==> config.mk <==
export PLATFORM = sky130hd
export DESIGN_NAME = ps2_scancode_rx
export DESIGN_NICKNAME = d
export VERILOG_FILES = /design/src/rtl/ps2_scancode_rx_pkg.sv /design/src/rtl/ps2_frame_rx.sv /design/src/rtl/ps2_scancode_rx.sv
export SDC_FILE = /design/constraint.sdc
export NUM_CORES = 1
export LEC_CHECK = 0
export ABC_AREA = 1
export ABC_CLOCK_PERIOD_IN_PS = 1700
export BUFFER_PORTS_ARGS = -buffer_cell sky130_fd_sc_hd__buf_2
export CAP_MARGIN = 20
export CORE_ASPECT_RATIO = 0.6
export CORE_UTILIZATION = 45
export CTS_CLUSTER_DIAMETER = 80
export CTS_CLUSTER_SIZE = 40
export DETAILED_ROUTE_END_ITERATION = 6
export GPL_ROUTABILITY_DRIVEN = 0
export PLACE_DENSITY = 0.66
export SYNTH_ARGS = -nofsm -noshare
export SYNTH_HDL_FRONTEND = slang
export SYNTH_HIERARCHICAL = 1
export SYNTH_SLANG_ARGS = --single-unit
==> constraint.sdc <==
create_clock -name clk -period 1.7 [get_ports clk]
set_clock_uncertainty 0.1 [all_clocks]
set_input_delay 0.34 -clock clk [delete_from_list [all_inputs] [get_ports clk]]
set_output_delay 0.34 -clock clk [all_outputs]
set_load 0.03 [all_outputs]
==> src/rtl/ps2_scancode_rx_pkg.sv <==
// ps2_scancode_rx_pkg: frame states and PS/2 protocol constants shared by the receiver
package ps2_scancode_rx_pkg;

    typedef enum logic [1:0] {
        IDLE,
        DATA,
        PARITY,
        STOP
    } frame_state_t;

    localparam logic [7:0] PS2_EXT    = 8'hE0;
    localparam logic [7:0] PS2_BRK    = 8'hF0;
    localparam int         FRAME_BITS = 11;

endpackage

==> src/rtl/ps2_frame_rx.sv <==
// ps2_frame_rx: bit-level PS/2 receiver producing one byte per valid 11-bit frame
module ps2_frame_rx
    import ps2_scancode_rx_pkg::*;
#(
    parameter int TIMEOUT_CYCLES = 5000
) (
    input  logic       clk,
    input  logic       resetn,
    input  logic       ps2_clk,
    input  logic       ps2_data,
    output logic [7:0] rx_byte,
    output logic       byte_valid,
    output logic       byte_err
);

    localparam int TW = $clog2(TIMEOUT_CYCLES + 1);

    logic [1:0]   clk_sync;
    logic [1:0]   data_sync;
    logic         clk_prev;
    logic         fall;
    logic         din;
    logic         timeout;
    frame_state_t state;
    frame_state_t state_nx;
    logic [2:0]   cnt;
    logic [2:0]   cnt_nx;
    logic [7:0]   shift;
    logic [7:0]   shift_nx;
    logic         par;
    logic         par_nx;
    logic [TW-1:0] timer;

    assign fall    = clk_prev & ~clk_sync[1];
    assign din     = data_sync[1];
    assign timeout = (state != IDLE) && !fall && (timer == TW'(TIMEOUT_CYCLES - 1));
    assign rx_byte = shift;

    // Two-flop synchronisers (reset to bus-idle high) plus previous-clock tap for edge detect
    always_ff @(posedge clk or negedge resetn) begin
        if (!resetn) begin
            clk_sync  <= 2'b11;
            data_sync <= 2'b11;
            clk_prev  <= 1'b1;
        end else begin
            clk_sync  <= {clk_sync[0], ps2_clk};
            data_sync <= {data_sync[0], ps2_data};
            clk_prev  <= clk_sync[1];
        end
    end

    // Frame state, bit counter, shift register and parity capture
    always_ff @(posedge clk or negedge resetn) begin
        if (!resetn) begin
            state <= IDLE;
            cnt   <= '0;
            shift <= '0;
            par   <= 1'b0;
        end else begin
            state <= state_nx;
            cnt   <= cnt_nx;
            shift <= shift_nx;
            par   <= par_nx;
        end
    end

    // Inter-edge timer: restarts on each falling edge, idle outside a frame
    always_ff @(posedge clk or negedge resetn) begin
        if (!resetn)
            timer <= '0;
        else
            timer <= (fall || state == IDLE) ? '0 : timer + TW'(1);
    end

    // Next-state logic; byte_valid/byte_err are combinational on the stop-bit edge cycle
    always_comb begin
        state_nx   = state;
        cnt_nx     = cnt;
        shift_nx   = shift;
        par_nx     = par;
        byte_valid = 1'b0;
        byte_err   = 1'b0;
        if (timeout) begin
            state_nx = IDLE;
            byte_err = 1'b1;
        end else if (fall) begin
            case (state)
                IDLE: begin
                    if (!din) begin
                        state_nx = DATA;
                        cnt_nx   = '0;
                    end
                end
                DATA: begin
                    shift_nx = {din, shift[7:1]};
                    cnt_nx   = cnt + 3'd1;
                    if (cnt == 3'd7)
                        state_nx = PARITY;
                end
                PARITY: begin
                    par_nx   = din;
                    state_nx = STOP;
                end
                STOP: begin
                    state_nx   = IDLE;
                    byte_valid = din & (^{shift, par});
                    byte_err   = ~(din & (^{shift, par}));
                end
                default: state_nx = IDLE;
            endcase
        end
    end

endmodule

==> src/rtl/ps2_scancode_rx.sv <==
// ps2_scancode_rx: assembles E0/F0 prefixes and received bytes into scancodes
module ps2_scancode_rx
    import ps2_scancode_rx_pkg::*;
#(
    parameter int TIMEOUT_CYCLES = 5000
) (
    input  logic        clk,
    input  logic        resetn,
    input  logic        ps2_clk,
    input  logic        ps2_data,
    output logic [15:0] scancode,
    output logic        brk,
    output logic        scancode_valid,
    output logic        frame_err
);

    logic [7:0] rx_byte;
    logic       byte_valid;
    logic       byte_err;
    logic       ext;
    logic       brk_pend;

    ps2_frame_rx #(
        .TIMEOUT_CYCLES(TIMEOUT_CYCLES)
    ) u_frame (
        .clk       (clk),
        .resetn    (resetn),
        .ps2_clk   (ps2_clk),
        .ps2_data  (ps2_data),
        .rx_byte   (rx_byte),
        .byte_valid(byte_valid),
        .byte_err  (byte_err)
    );

    // Prefix flags collect E0/F0; any other byte publishes a code and clears them, errors clear them too
    always_ff @(posedge clk or negedge resetn) begin
        if (!resetn) begin
            ext            <= 1'b0;
            brk_pend       <= 1'b0;
            scancode       <= '0;
            brk            <= 1'b0;
            scancode_valid <= 1'b0;
            frame_err      <= 1'b0;
        end else begin
            scancode_valid <= 1'b0;
            frame_err      <= byte_err;
            if (byte_err) begin
                ext      <= 1'b0;
                brk_pend <= 1'b0;
            end else if (byte_valid) begin
                if (rx_byte == PS2_EXT)
                    ext <= 1'b1;
                else if (rx_byte == PS2_BRK)
                    brk_pend <= 1'b1;
                else begin
                    scancode       <= {ext ? PS2_EXT : 8'h00, rx_byte};
                    brk            <= brk_pend;
                    scancode_valid <= 1'b1;
                    ext            <= 1'b0;
                    brk_pend       <= 1'b0;
                end
            end
        end
    end

endmodule

# Word level (Yosys, flattened, before mapping)
# Index checks and enable logic that the tools add are counted.
dict set report totals {
  inputBits 4
  ff_bits 53
  wordCells 80
}
dict set report op_classes {
  n_eq_ne 12
  n_addsub 2
  bitwise 8
  reduce_logical 17
  mux 27
}
# operator count
set ops {}
lappend ops {{two-way mux 1 bit} 18}
lappend ops {{== test 8 bit, second input constant} 2}
lappend ops {{adder 13 x 1 -> 13 bit, second input constant} 1}
lappend ops {{== test 13 bit, second input constant} 1}
lappend ops {{two-way mux 13 bit} 1}
lappend ops {{AND reduction 3 bit} 3}
lappend ops {{parity 9 bit} 1}
lappend ops {{two-way mux 2 bit} 4}
lappend ops {{two-way mux 8 bit} 1}
lappend ops {{one-hot mux 2 bit (4 select lines)} 1}
lappend ops {{AND reduction 4 bit} 2}
lappend ops {{nonzero test 2 bit} 4}
lappend ops {{!= test 3 bit, second input constant} 2}
lappend ops {{NOT 1 bit} 6}
lappend ops {{one-hot mux 3 bit (2 select lines)} 1}
lappend ops {{== test 2 bit, second input constant} 2}
lappend ops {{!= test 2 bit, second input constant} 2}
lappend ops {{AND reduction 2 bit} 2}
lappend ops {{adder 3 x 1 -> 3 bit, second input constant} 1}
lappend ops {{== test 3 bit, second input constant} 1}
lappend ops {{two-way mux 3 bit} 1}
lappend ops {{!= test 3 x 1 -> 1 bit, second input constant} 1}
lappend ops {{AND 1 bit} 2}
lappend ops {{== test 2 x 1 -> 1 bit, second input constant} 1}
lappend ops {{4 further kinds} 5}

# Logic depth before layout (Yosys ltp)
dict set report depth {
  ltp_word 8
  ltp_mapped 15
}

# Cells and area by module
# The synthesis kept the hierarchy.
# mod instances area_each_um2 cells_per_inst
set modules_own_cells {}
lappend modules_own_cells {ps2_frame_rx 1 1607.8 193}
lappend modules_own_cells {ps2_scancode_rx 1 701.9 86}

# Worst setup path before layout
# OpenSTA, ideal clock, no wires.
dict set report synth_path {
  path_kind {register to register}
  from {register u_frame.state[0]}
  to {register scancode[14]}
  required_time_ns 1.482
  path_stages_with_launch 13
  n_path_buf 1
  setup_ns 0.118
  period_less_slack_ns 1.840
  arrival_time_ns 1.622
  slack_ns -0.140
  path_cell_list {dfrtp_1 inv_1 ha_1 nor2_4 inv_1 nor2_1 nand2_1 nand2_1 nor2_1 nand3_2 buf_6 nand2_1 nand2_1}
}
dict set report synth_between {
  elab_chain_cells 6
}
# element line
set synth_rtl {}
lappend synth_rtl {{start: declaration} ps2_frame_rx.sv:24} ;# frame_state_t state;
lappend synth_rtl {{start signal: assignment} ps2_frame_rx.sv:60} ;# state <= state_nx;
lappend synth_rtl {{== test 2 bit or nonzero test 2 bit (tied branches)} {ps2_frame_rx.sv:87, ps2_frame_rx.sv:36}}
lappend synth_rtl {{two-way mux 1 bit or logical AND 1 bit (tied branches)} {ps2_frame_rx.sv:87, ps2_frame_rx.sv:36}}
lappend synth_rtl {{two-way mux 1 bit or logical AND 1 bit (tied branches)} {ps2_frame_rx.sv:86, ps2_frame_rx.sv:36}}
lappend synth_rtl {{two-way mux 1 bit (*)} ps2_frame_rx.sv:83} ;# if (timeout) begin
lappend synth_rtl {{named net byte_err} ps2_scancode_rx.sv:19} ;# logic byte_err;
lappend synth_rtl {{NOT 1 bit (no line) (*)} --}
lappend synth_rtl {{AND reduction 4 bit (no line) (*)} --}
lappend synth_rtl {{end signal: assignment} ps2_scancode_rx.sv:56} ;# scancode <= {ext ? PS2_EXT : 8'h00, rx_byte};
lappend synth_rtl {{end: declaration} ps2_scancode_rx.sv:11} ;# output logic [15:0] scancode,
# The timed path passes the listed nets; every way through them passes the cells marked *.
# A chain may end at the register's enable or synchronous reset.

# Worst setup path after layout
dict set report layout_path {
  from {register u_frame.shift[3] (netlist: u_frame/rx_byte[3])}
  to {register scancode[3]}
}
dict set report layout_between {
  elab_chain_cells 8
}
# element line
set layout_rtl {}
lappend layout_rtl {{start: declaration} ps2_frame_rx.sv:28} ;# logic [7:0] shift;
lappend layout_rtl {{start signal: assignment} ps2_frame_rx.sv:62} ;# shift <= shift_nx;
lappend layout_rtl {{parity 9 bit} ps2_frame_rx.sv:107} ;# byte_err = ~(din & (^{shift, par}));
lappend layout_rtl {{AND 1 bit} ps2_frame_rx.sv:107}
lappend layout_rtl {{NOT 1 bit} ps2_frame_rx.sv:107}
lappend layout_rtl {{two-way mux 1 bit} ps2_frame_rx.sv:87} ;# case (state)
lappend layout_rtl {{two-way mux 1 bit} ps2_frame_rx.sv:86} ;# end else if (fall) begin
lappend layout_rtl {{two-way mux 1 bit} ps2_frame_rx.sv:83}
lappend layout_rtl {{named net byte_err} ps2_scancode_rx.sv:19}
lappend layout_rtl {{NOT 1 bit (no line)} --}
lappend layout_rtl {{AND reduction 4 bit (no line)} --}
# The timed path passes the listed nets, and every way through them passes these cells.

==> impl_metrics.toml <==
[routing]
routed_via_density = 4.74
route.detailed.drc = 0
drt-pass1-iter-count = 4
ant_nets = 0
routed_wl_um = 4880
vias = 1930
wl_per_cell_um = 12.0
detailedRoute.firstIterationViolations = 123

[power]
power-per-cell-area_nw_per_um2 = 1380
switchingPower_uw = 1620
power_frac_comb = 0.470
power.leakage_uw = 0.00156
vdd_drop_max_uv = 743
power_report.internal_total_uw = 2530
share_of_total_power_in_the_clock_network = 0.164
p_seq_frac = 0.366
power_switching_share = 0.390

[finish]
postLayoutCoreUtil = 0.634
area.growth.synth_to_final_pct = 30.6
final_net_count = 354
layout_commonest_cell = "sky130_fd_sc_hd__nand2_1"
antenna_diode_count = 0
final_cell_mix = "sky130_fd_sc_hd__nand2_1 (75), sky130_fd_sc_hd__dfrtp_1 (40), sky130_fd_sc_hd__buf_4 (40)"
final_layout_size_suffix_gt1_frac = 0.360
postLayoutCellArea_sq_um = 3020

[clock_network]
clock_tree.buffer_depth = 2
clock_insertion_delay_at_the_later_pin_of_the_skew_report_ns = 0.30
ctsHtreeMaxLevel = 2
cts_tree = "yes"
post_cts_clock_slew_at_the_launch_and_capture_registers_of_the_worst_setup_and_hold_paths_ns = 0.08
clock-root-buffer = "sky130_fd_sc_hd__clkbuf_8"
cts.sinks = 46
cts-buffers-inserted = 5

[sta]
maxSlewViolCount = 0
finalCritPeriodShare = 1.10
hold_viol_final = 0
setup_violations = 14
rsz0062_at_grt = "yes"
setup_slack_ns = -0.165
final_period_minus_worst_setup_slack_ns = 1.86
fmax_mhz = 536
timing.setup.tns_ns = -1.61

[worst_setup_path]
worst-endpoint-required_ns = 1.84
data_arrival_time_of_the_critical_path_ns = 2.00
critPathKind = "reg2reg"
worstPathMaxFanout = 5
critical_r2r_capture = "scancode[3]$_DFFE_PN0P_"
critical_path.reg2reg.startpoint = "u_frame/rx_byte[3]$_DFFE_PN0P_"
worstPathBufferInverterCount = 2
path_common_cell = "sky130_fd_sc_hd__nand2_1"
worstSetupStartpointType = "flip-flop"
regToRegSetupSlack_ns = -0.16
crit_path_top_delay_cell = "sky130_fd_sc_hd__dfrtp_1"
critPathCaptureType = "flip-flop"
crit_chain = "inv_2 > nand2_1 > nand2_1 > nand2_1 > nand3_2 > nand3_1 > nand3_2 > nand2_2 > nand2_4 > nor2_4 > buf_4 > nand3_1 > nand2_1"
cpPeakStageDelay_ns = 0.43
path_delay_family = "simple AND/OR/NAND/NOR gates"
ff2ff_path_depth = 13

[logic_synthesis]
postSynthCellCount = 279
synth_cell_type_count = 29
yosys_warnings = 6
post_syn_area_sq_um = 2310
seq_area_frac_synth = 0.501
syn_area_per_cell_sq_um = 8.28
synth.ff_latch_count = 46

[placed_design]
dpl.hpwl_um = 3340
placement.io_buffers = 17
post_dp_cell_area_sq_um = 2650

[global_routing]
via_count_of_the_first_global_routing_pass = 1748
grt_pass1_wl_um = 8000
globalRouteOverflowTotal = 0
antenna_found_initial = 0
globalRouteTotalUtil = 0.197
maximum_number_of_pins_on_one_net_before_global_route_repair = 47

[die]
core_region_area_sq_um = 4750
floorplan.die.width_um = 94.5
num_ports = 23
core.rowCount = 19
die-height_um = 57.5
initial_core_util = 0.486
overall_die_area_sq_um = 5430

[run_status]
failed_checks = "setup timing"
run_status = "complete, but fails checks"

[job]
drv_cap = 0

[hold_path]
hold_path.class = "in2reg"
timing.hold.worst_endpoint = "u_frame/data_sync[0]$_DFF_PN1_"
hold_depth = 1
worst_hold_startpoint = "ps2_data"
synth_stat cells:
master | n | area share
sky130_fd_sc_hd__nand2_1 | 85 | 0.14
sky130_fd_sc_hd__dfrtp_1 | 41 | 0.44
sky130_fd_sc_hd__inv_1 | 39 | 0.063
sky130_fd_sc_hd__nand3_1 | 24 | 0.052
sky130_fd_sc_hd__nor2_1 | 14 | 0.023
sky130_fd_sc_hd__o21ai_0 | 13 | 0.028
sky130_fd_sc_hd__a21oi_1 | 8 | 0.017
sky130_fd_sc_hd__buf_4 | 7 | 0.023
sky130_fd_sc_hd__ha_1 | 7 | 0.038
sky130_fd_sc_hd__dfstp_2 | 5 | 0.057
sky130_fd_sc_hd__nor2_2 | 4 | 0.011
sky130_fd_sc_hd__nor2_4 | 4 | 0.020
sky130_fd_sc_hd__nor3_1 | 4 | 0.0087
sky130_fd_sc_hd__nand3_2 | 3 | 0.013
sky130_fd_sc_hd__nand4_1 | 3 | 0.0081
sky130_fd_sc_hd__nand2_2 | 2 | 0.0054
sky130_fd_sc_hd__o21ai_2 | 2 | 0.0076
sky130_fd_sc_hd__xnor2_1 | 2 | 0.0076
sky130_fd_sc_hd__xor2_1 | 2 | 0.0076
sky130_fd_sc_hd__a31oi_1 | 1 | 0.0027
sky130_fd_sc_hd__buf_2 | 1 | 0.0022
sky130_fd_sc_hd__buf_6 | 1 | 0.0049
sky130_fd_sc_hd__clkbuf_1 | 1 | 0.0016
sky130_fd_sc_hd__conb_1 | 1 | 0.0016
sky130_fd_sc_hd__nor3_2 | 1 | 0.0043
sky130_fd_sc_hd__nor4_1 | 1 | 0.0027
sky130_fd_sc_hd__o21ai_1 | 1 | 0.0022
sky130_fd_sc_hd__o31ai_1 | 1 | 0.0033
sky130_fd_sc_hd__or2_2 | 1 | 0.0027
layout make-up:
type | count | area [sq um]
Timing Repair Buffer | 62 | 449
Multi-Input combinational cell | 189 | 1090
Inverter | 39 | 151
Fill cell | 414 | 1740
Tap cell | 63 | 78.8
Sequential cell | 46 | 1160
Clock buffer | 8 | 90.1
how the worst max path moves through the flow:
stage	cells past startpoint	startpoint	slack (ns)	to
after floorplan	12	u_frame/state[1]$_DFFE_PN0P_	-0.03	scancode[14]$_DFFE_PN0P_
final	13	u_frame/rx_byte[3]$_DFFE_PN0P_	-0.16	scancode[3]$_DFFE_PN0P_
after detailed placement	14	u_frame/rx_byte[5]$_DFFE_PN0P_	-0.21	scancode[2]$_DFFE_PN0P_
after global routing	14	u_frame/rx_byte[4]$_DFFE_PN0P_	-0.32	scancode[3]$_DFFE_PN0P_
after global placement	14	u_frame/rx_byte[5]$_DFFE_PN0P_	-0.14	scancode[1]$_DFFE_PN0P_
after CTS	14	u_frame/rx_byte[4]$_DFFE_PN0P_	-0.09	scancode[2]$_DFFE_PN0P_
sequential cells by signal, summed over array words and instances (netlist names):
signal / cells
brk: 1
brk_pend: 1
ext: 1
frame_err: 1
scancode: 9
scancode_valid: 1
u_frame/clk_prev: 1
u_frame/clk_sync: 2
u_frame/cnt: 3
u_frame/data_sync: 2
u_frame/par: 1
u_frame/rx_byte: 8
u_frame/state: 2
u_frame/timer: 13
stage by stage:
step	total power (uW)	worst slack (ns)	std cells	hold WS [ns]
finish	4150	-0.165	407	0.0373
global route	4460	-0.316	407	0.0181
CTS	3990	-0.0936	401	0.0249
detailed placement	3100	-0.211	381	0.241
global placement	3040	-0.140	381	0.241
floorplan	2510	-0.0260	283	-0.0556
cell families after synthesis:
kind of cell | Yosys count | synth area share
XOR/XNOR | 4 | 0.0152
AO/OA/AOI/OAI | 26 | 0.0612
adder cells (fa/ha/maj) | 7 | 0.0379
other | 1 | 0.00162
buffers and inverters | 49 | 0.0948
flip-flops | 46 | 0.501
AND/OR/NAND/NOR | 146 | 0.288
per-layer routing:
layer | vias to the layer above | routed length, um | global-route usage
met5 | - | 0 | 0
met4 | 0 | 34 | 0.0671
met3 | 4 | 208 | 0.0507
met2 | 47 | 2050 | 0.267
met1 | 880 | 2590 | 0.302
li1 | 999 | - | -
power groups by stage:
stage                     combinational [uW]  clock, uW  sequential, uW
final                                   1950        681            1520
after global routing                    2170        740            1550
after CTS                               1770        704            1520
after detailed placement                1570          0            1530
after global placement                  1520          0            1520
after floorplan                          871          0            1640
timing repair:
| item | in CTS | in global routing |
|---|---|---|
| pin swaps | 0 | 11 |
| hold endpoints to repair | 41 | 0 |
| setup buffers | 11 | 4 |
| hold buffers | 1 | 0 |
| gates resized for setup | 17 | 25 |
| gates cloned | 0 | 2 |
| endpoints found under the setup margin | 14 | 23 |
(Power assumes the default switching activity.)
